`src/rtl/vga_sync_gen.sv`:
```
// Raster timing generator: beam position, sync pulses, visible-area flag and
// a completed-frame counter for the downstream pixel pattern stage.
module vga_sync_gen #(
    parameter int unsigned H_DISPLAY   = 640,
    parameter int unsigned H_FRONT     = 16,
    parameter int unsigned H_SYNC      = 96,
    parameter int unsigned H_BACK      = 48,
    parameter int unsigned V_DISPLAY   = 480,
    parameter int unsigned V_FRONT     = 10,
    parameter int unsigned V_SYNC      = 2,
    parameter int unsigned V_BACK      = 33,
    parameter logic        SYNC_ACTIVE = 1'b0,
    parameter int unsigned FRAME_W     = 8
) (
    input  logic               clk,
    input  logic               rst,
    input  logic               ena,
    output logic [9:0]         hpos,
    output logic [9:0]         vpos,
    output logic               hsync,
    output logic               vsync,
    output logic               display_on,
    output logic               line_start,
    output logic               frame_start,
    output logic [FRAME_W-1:0] frame_count
);

    localparam int unsigned POS_W        = 10;
    localparam int unsigned H_TOTAL      = H_DISPLAY + H_FRONT + H_SYNC + H_BACK;
    localparam int unsigned V_TOTAL      = V_DISPLAY + V_FRONT + V_SYNC + V_BACK;
    localparam int unsigned H_SYNC_START = H_DISPLAY + H_FRONT;
    localparam int unsigned H_SYNC_END   = H_SYNC_START + H_SYNC;
    localparam int unsigned V_SYNC_START = V_DISPLAY + V_FRONT;
    localparam int unsigned V_SYNC_END   = V_SYNC_START + V_SYNC;

    // Position counters are 10 bits wide, so longer rasters cannot be represented.
    if (H_TOTAL > 1024 || V_TOTAL > 1024) begin : g_range_check
        $error("vga_sync_gen: H_TOTAL/V_TOTAL exceed 1024");
    end

    logic [POS_W-1:0]   hpos_q, hpos_d;
    logic [POS_W-1:0]   vpos_q, vpos_d;
    logic [FRAME_W-1:0] frame_q, frame_d;
    logic               h_last;
    logic               v_last;

    assign h_last = (hpos_q == POS_W'(H_TOTAL - 1));
    assign v_last = (vpos_q == POS_W'(V_TOTAL - 1));

    // Next-state: raster scan advance, frame counted on the wrap to (0,0).
    always_comb begin
        hpos_d  = hpos_q;
        vpos_d  = vpos_q;
        frame_d = frame_q;
        if (ena) begin
            if (h_last) begin
                hpos_d = '0;
                if (v_last) begin
                    vpos_d  = '0;
                    frame_d = frame_q + FRAME_W'(1);
                end else begin
                    vpos_d = vpos_q + POS_W'(1);
                end
            end else begin
                hpos_d = hpos_q + POS_W'(1);
            end
        end
    end

    always_ff @(posedge clk) begin
        if (rst) begin
            hpos_q  <= '0;
            vpos_q  <= '0;
            frame_q <= '0;
        end else begin
            hpos_q  <= hpos_d;
            vpos_q  <= vpos_d;
            frame_q <= frame_d;
        end
    end

    // Zero-latency decodes so consumers see sync/visibility aligned with position.
    logic in_hsync;
    logic in_vsync;

    assign in_hsync = (32'(hpos_q) >= H_SYNC_START) && (32'(hpos_q) < H_SYNC_END);
    assign in_vsync = (32'(vpos_q) >= V_SYNC_START) && (32'(vpos_q) < V_SYNC_END);

    assign hpos        = hpos_q;
    assign vpos        = vpos_q;
    assign frame_count = frame_q;
    assign hsync       = in_hsync ? SYNC_ACTIVE : ~SYNC_ACTIVE;
    assign vsync       = in_vsync ? SYNC_ACTIVE : ~SYNC_ACTIVE;
    assign display_on  = (32'(hpos_q) < H_DISPLAY) && (32'(vpos_q) < V_DISPLAY);
    assign line_start  = ena && (hpos_q == '0);
    assign frame_start = line_start && (vpos_q == '0);

endmodule

```
`config.mk`:
```
export PLATFORM = sky130hd
export DESIGN_NAME = vga_sync_gen
export DESIGN_NICKNAME = d
export VERILOG_FILES = /design/src/rtl/vga_sync_gen.sv
export SDC_FILE = /design/constraint.sdc
export NUM_CORES = 1
export LEC_CHECK = 0
export BUFFER_PORTS_ARGS = -buffer_cell sky130_fd_sc_hd__buf_2
export CAP_MARGIN = 30
export CORE_MARGIN = 2
export CORE_UTILIZATION = 35
export CTS_BUF_LIST = sky130_fd_sc_hd__clkbuf_8
export CTS_CLUSTER_DIAMETER = 120
export CTS_CLUSTER_SIZE = 30
export DETAILED_ROUTE_END_ITERATION = 6
export PLACE_DENSITY = 0.57
export SYNTH_ARGS = -nofsm -noshare
export SYNTH_HDL_FRONTEND = slang
export SYNTH_SLANG_ARGS = --single-unit
```
`constraint.sdc`:
```
create_clock -name clk -period 1.9 [get_ports clk]
set_clock_uncertainty 0.1 [all_clocks]
set_input_delay 0.19 -clock clk [delete_from_list [all_inputs] [get_ports clk]]
set_output_delay 0.19 -clock clk [all_outputs]
set_load 0.01 [all_outputs]
```
## Yosys cells after proc, flatten, opt, wreduce, memory -nomap -nowiden

Cells that the tools add are included.

- Add/subtract/negate cells: 3
- $mul: 0
- Divide/modulo/power cells: 0
- Order comparisons: 6
- Eq/ne operators: 2
- Shifts and indexed selects: 0
- Multiplexer cells: 4
- Bitwise operators: 0
- Reductions and logical operators: 9

Operator list:

| kind | number |
|---|---|
| $add 10x1->10 const B | 2 |
| $eq 10x10->1 const B | 2 |
| $logic_not 10->1 | 2 |
| $lt 10x10->1 const B | 2 |
| $lt 10x9->1 const B | 2 |
| $mux 10 | 2 |
| $ge 10x10->1 const B | 1 |
| $ge 10x9->1 const B | 1 |
| $add 8x1->8 const B | 1 |
| $logic_and 1x1->1 | 5 |
| $reduce_and 3->1 | 1 |
| $mux 1 | 2 |
| $reduce_and 2->1 | 1 |

- Register bits after elaboration: 28
- Bits in latches: 0
- Memory bits (writable): 0
- Memory bits (read-only): 0
- Logic and storage cells: 27
- Memories kept: 0

## Logic depth before layout (Yosys ltp)

- Depth after elaboration: 3
- Mapped depth: 8

## Worst setup path after synthesis

No wires, ideal clock.

- Path kind: reg2reg
- Start point: register hpos_q[1] (netlist: hpos[1])
- End point: register vpos_q[8] (netlist: vpos[8])
- Setup time: 72 ps
- Arrival: 1842 ps
- Setup slack: -114 ps
- Cell stages (with the launch flop): 8
- Path buffers: 2
- Clock period less this slack: 2014 ps
- Cell sequence: dfxtp_1 -> ha_1 -> and4_1 -> buf_2 -> nand4_2 -> buf_2 -> or4_1 -> a21oi_1

- Word-level cells in the longest chain between the ends: 2

RTL lines:

| item | RTL line | text |
|---|---|---|
| from (decl) | 41 | `logic [POS_W-1:0] hpos_q, hpos_d;` |
| from (signal assigned) | 76 | `hpos_q <= hpos_d;` |
| $eq 10x10->1 | 47 | `assign h_last = (hpos_q == POS_W'(H_TOTAL - 1));` |
| $reduce_and 2->1 (no line) | n/a |  |
| to (signal assigned) | 77 | `vpos_q <= vpos_d;` |
| to (decl) | 42 | `logic [POS_W-1:0] vpos_q, vpos_d;` |

No other way between the ends.
A chain may end at the register's enable or synchronous reset.

## Worst setup path after layout

- Start point: register hpos_q[7] (netlist: hpos[7])
- End point: output port frame_start

- Word-level cells in the longest chain between the ends: 3

RTL lines:

| item | RTL line | text |
|---|---|---|
| $logic_not 10->1 | 95 | `assign line_start = ena && (hpos_q == '0);` |
| $logic_and 1x1->1 | 95 |  |
| $logic_and 1x1->1 | 96 | `assign frame_start = line_start && (vpos_q == '0);` |
| to (decl) | 24 | `output logic frame_start,` |

No other way between the ends.

==> flow_summary_export.csv <==
group,metric,value,unit
timing,relSlewSlack,0.715,
grt,overflow,0,
logic_synthesis,synth_top_area_cell,"dfxtp_1",
worst_setup_path,cp-start-kind,"flip-flop",
timing,max_freq,535,MHz
route,via_per_inst,5.41,
worst_hold_path,min-delay-start,"rst",
timing,worst_hold_slack,231,ps
placement,post-dp-hpwl,2.71,mm
logic_synthesis,synth_area_leaders,"dfxtp_1 (37%), a21oi_1 (6.6%), ha_1 (5.0%)",
timing,rsz0062_at_grt,"true",
timing,fin_crit_sh,0.984,
power,leakagePower,0.863,nW
logic_synthesis,synth.ff_latch_count,28,
timing,finalHoldViolations,0,
grt,grt_pass1_vias,1365,
logic_synthesis,ys_seq_area_frac,0.370,
worst_setup_path,r2r_slack,40,ps
worst_setup_path,cpMaxStageDelayCell,"dfxtp_1",
clock_network,cts.htree.levels,1,
clock_network,cts_sinks,28,
timing,layout_min_cycle_time,1870,ps
worst_setup_path,rr_endpoint,"frame_count[6]",
die,die_w,69.8,µm
power,ir_worst_vdd,0.251,mV
timing,maxSlewViolCount,0,
worst_setup_path,cp_cell_sequence,"buf_4 -> nor4b_1 -> and3_4 -> and4_1 -> buf_2",
route,drtIter0Drc,138,
logic_synthesis,synth.distinct_cells,32,
clock_network,cts_buffers,3,
timing,worst_pin_slew,427,ps
grt,grt_pass1_wl,6.21,mm
final_layout,antennaDiodeCount,0,
worst_hold_path,hold_path_end,"hpos[2]",
final_layout,drive_above_1_share,0.387,
clock_network,postCtsHoldBufs,0,
worst_setup_path,crit_family,"simple AND/OR/NAND/NOR gates",
grt,gr-usage-all-layers,0.152,
timing,setup_viol,0,
logic_synthesis,syn_inst,181,
route,ant_nets,0,
logic_synthesis,yosysTopAreaCellShare,0.370,
worst_setup_path,worstPathRequired,1610,ps
route,drt-total-wl,3.72,mm
clock_network,insertion_delay,270,ps
worst_setup_path,slowest_delay,340,ps
power,power.total,0.00113,W
clock_network,clockRootBuffer,"clkbuf_8",
clock_network,cts_tree,"done",
worst_setup_path,critical_path_arrival,1580,ps
die,ioPinCount,36,
worst_setup_path,crit_type,"flip-flop to output pin",
worst_setup_path,end_kind,"output pin",
logic_synthesis,avgSynthCellArea,8.36,µm²
route,vias,1558,
power,p_per_area,529,mW/mm²
worst_hold_path,holdPathStages,2,
final_layout,nets,248,
worst_setup_path,worst-path-buf-inv,2,
flow_run,max_cap_viol_count,0,
die,die_area,0.00487,mm²
timing,setup_tns,0,ps
route,wire_per_inst,12.9,µm
die,initial_utilization,0.370,
worst_setup_path,r2r-start,"hpos[0]",
logic_synthesis,synth_nets,190,
grt,antenna_found_initial,0,
worst_setup_path,path_max_fanout,7,
grt,grt_max_degree,27,
placement,gp_congestion,0.747,
route,drt_pass1_iterations,4,
clock_network,cts_max_path_buffers,2,
logic_synthesis,netlist_area,0.00151,mm²
final_layout,most-common-layout-cells,"buf_2 (35), dfxtp_1 (26), buf_4 (24)",
placement,io_buffer_count,35,
final_layout,layout_commonest_cell,"buf_2",
worst_setup_path,r2r_cells,6,
route,drc_errors,0,
logic_synthesis,yosysWarnings,0,
clock_network,clk_pin_slew,100,ps
worst_hold_path,hold_path.class,"input pin to flip-flop",
die,num_rows,23,
die,die_y,69.8,µm
final_layout,syn2layout_area_growth,40.4,%
run_status,status,"complete, no violations",
die,core,0.00409,mm²
[how the worst max path moves through the flow]
stage / from / end / slack (ps) / depth (start not counted)
3_5_place_dp: hpos[0] / frame_count[3] / 40 / 6
2_1_floorplan: hpos[6] / vpos[8] / 3 / 6
4_1_cts: hpos[1] / frame_start / -5 / 7
6_report: hpos[7] / frame_start / 30 / 5
3_3_place_gp: hpos[0] / frame_count[7] / 70 / 6
5_1_grt: hpos[1] / frame_start / -80 / 7
[registers in the layout (all words and copies together), names as in the netlist]
register and flops:
frame_count 8, hpos 10, vpos 10
[metal layers]
metal | wire length, µm | share of wire | up-vias | global-route usage
li1 | - | - | 787 | -
met1 | 1830 | 0.49 | 739 | 0.203
met2 | 1740 | 0.47 | 30 | 0.259
met3 | 145 | 0.039 | 2 | 0.0218
met4 | 17 | 0.0046 | 0 | 0.0321
met5 | 0 | 0 | - | 0
[where the power goes]
part           leakage, nW  total [W]  switching, W  internal [W]
Clock               0.0357   0.000462      0.000180      0.000282
Combinational        0.600  0.0000719     0.0000357     0.0000362
Sequential           0.227   0.000591    0.00000234      0.000589
[synthesized netlist by cell type, drive strengths merged]
cell,instances
a21oi,20
a31o,1
and3,5
and4,5
buf,4
clkbuf,7
dfxtp,28
ha,6
inv,8
nand2,11
nand2b,2
nand3,12
nand3b,1
nand4,8
nand4b,1
nor2,7
nor2b,1
nor3,8
nor4,1
nor4b,4
o211ai,1
o21ai,7
o21bai,1
o31ai,10
or3,5
or4,9
xnor2,4
xor2,4
[final cells by class]
type                       count  area (µm²)
timing repair buffer          64         429
clock inverter                 1        30.0
fill                         393        1960
multi-input combinational    134         960
clock buffer                   3        41.3
inverter                       8        35.0
tap                           50        62.6
sequential                    28         568
[logic make-up after synthesis]
group,share of synthesized area
flops,0.370
compound gates,0.155
fa+ha+maj,0.0496
buf+inv,0.0562
xor+xnor,0.0463
simple gates,0.323
[repair_timing]
item,CTS,global route
buffers inserted,2,1
endpoints found under the setup margin,1,11
resized for setup,11,14
cloned,0,0
pin swaps,2,2
[per-stage QoR]
step	util	cells	cell area [µm²]	worst slack (ps)
global placement	0.474	281	1940	67.4
floorplan	-	181	1550	2.83
CTS	0.506	287	2070	-4.95
detailed placement	0.474	281	1940	38.8
finish	0.520	288	2130	30.4
global route	0.520	288	2130	-84.9
No activity file was read; power rests on OpenSTA's default activity.
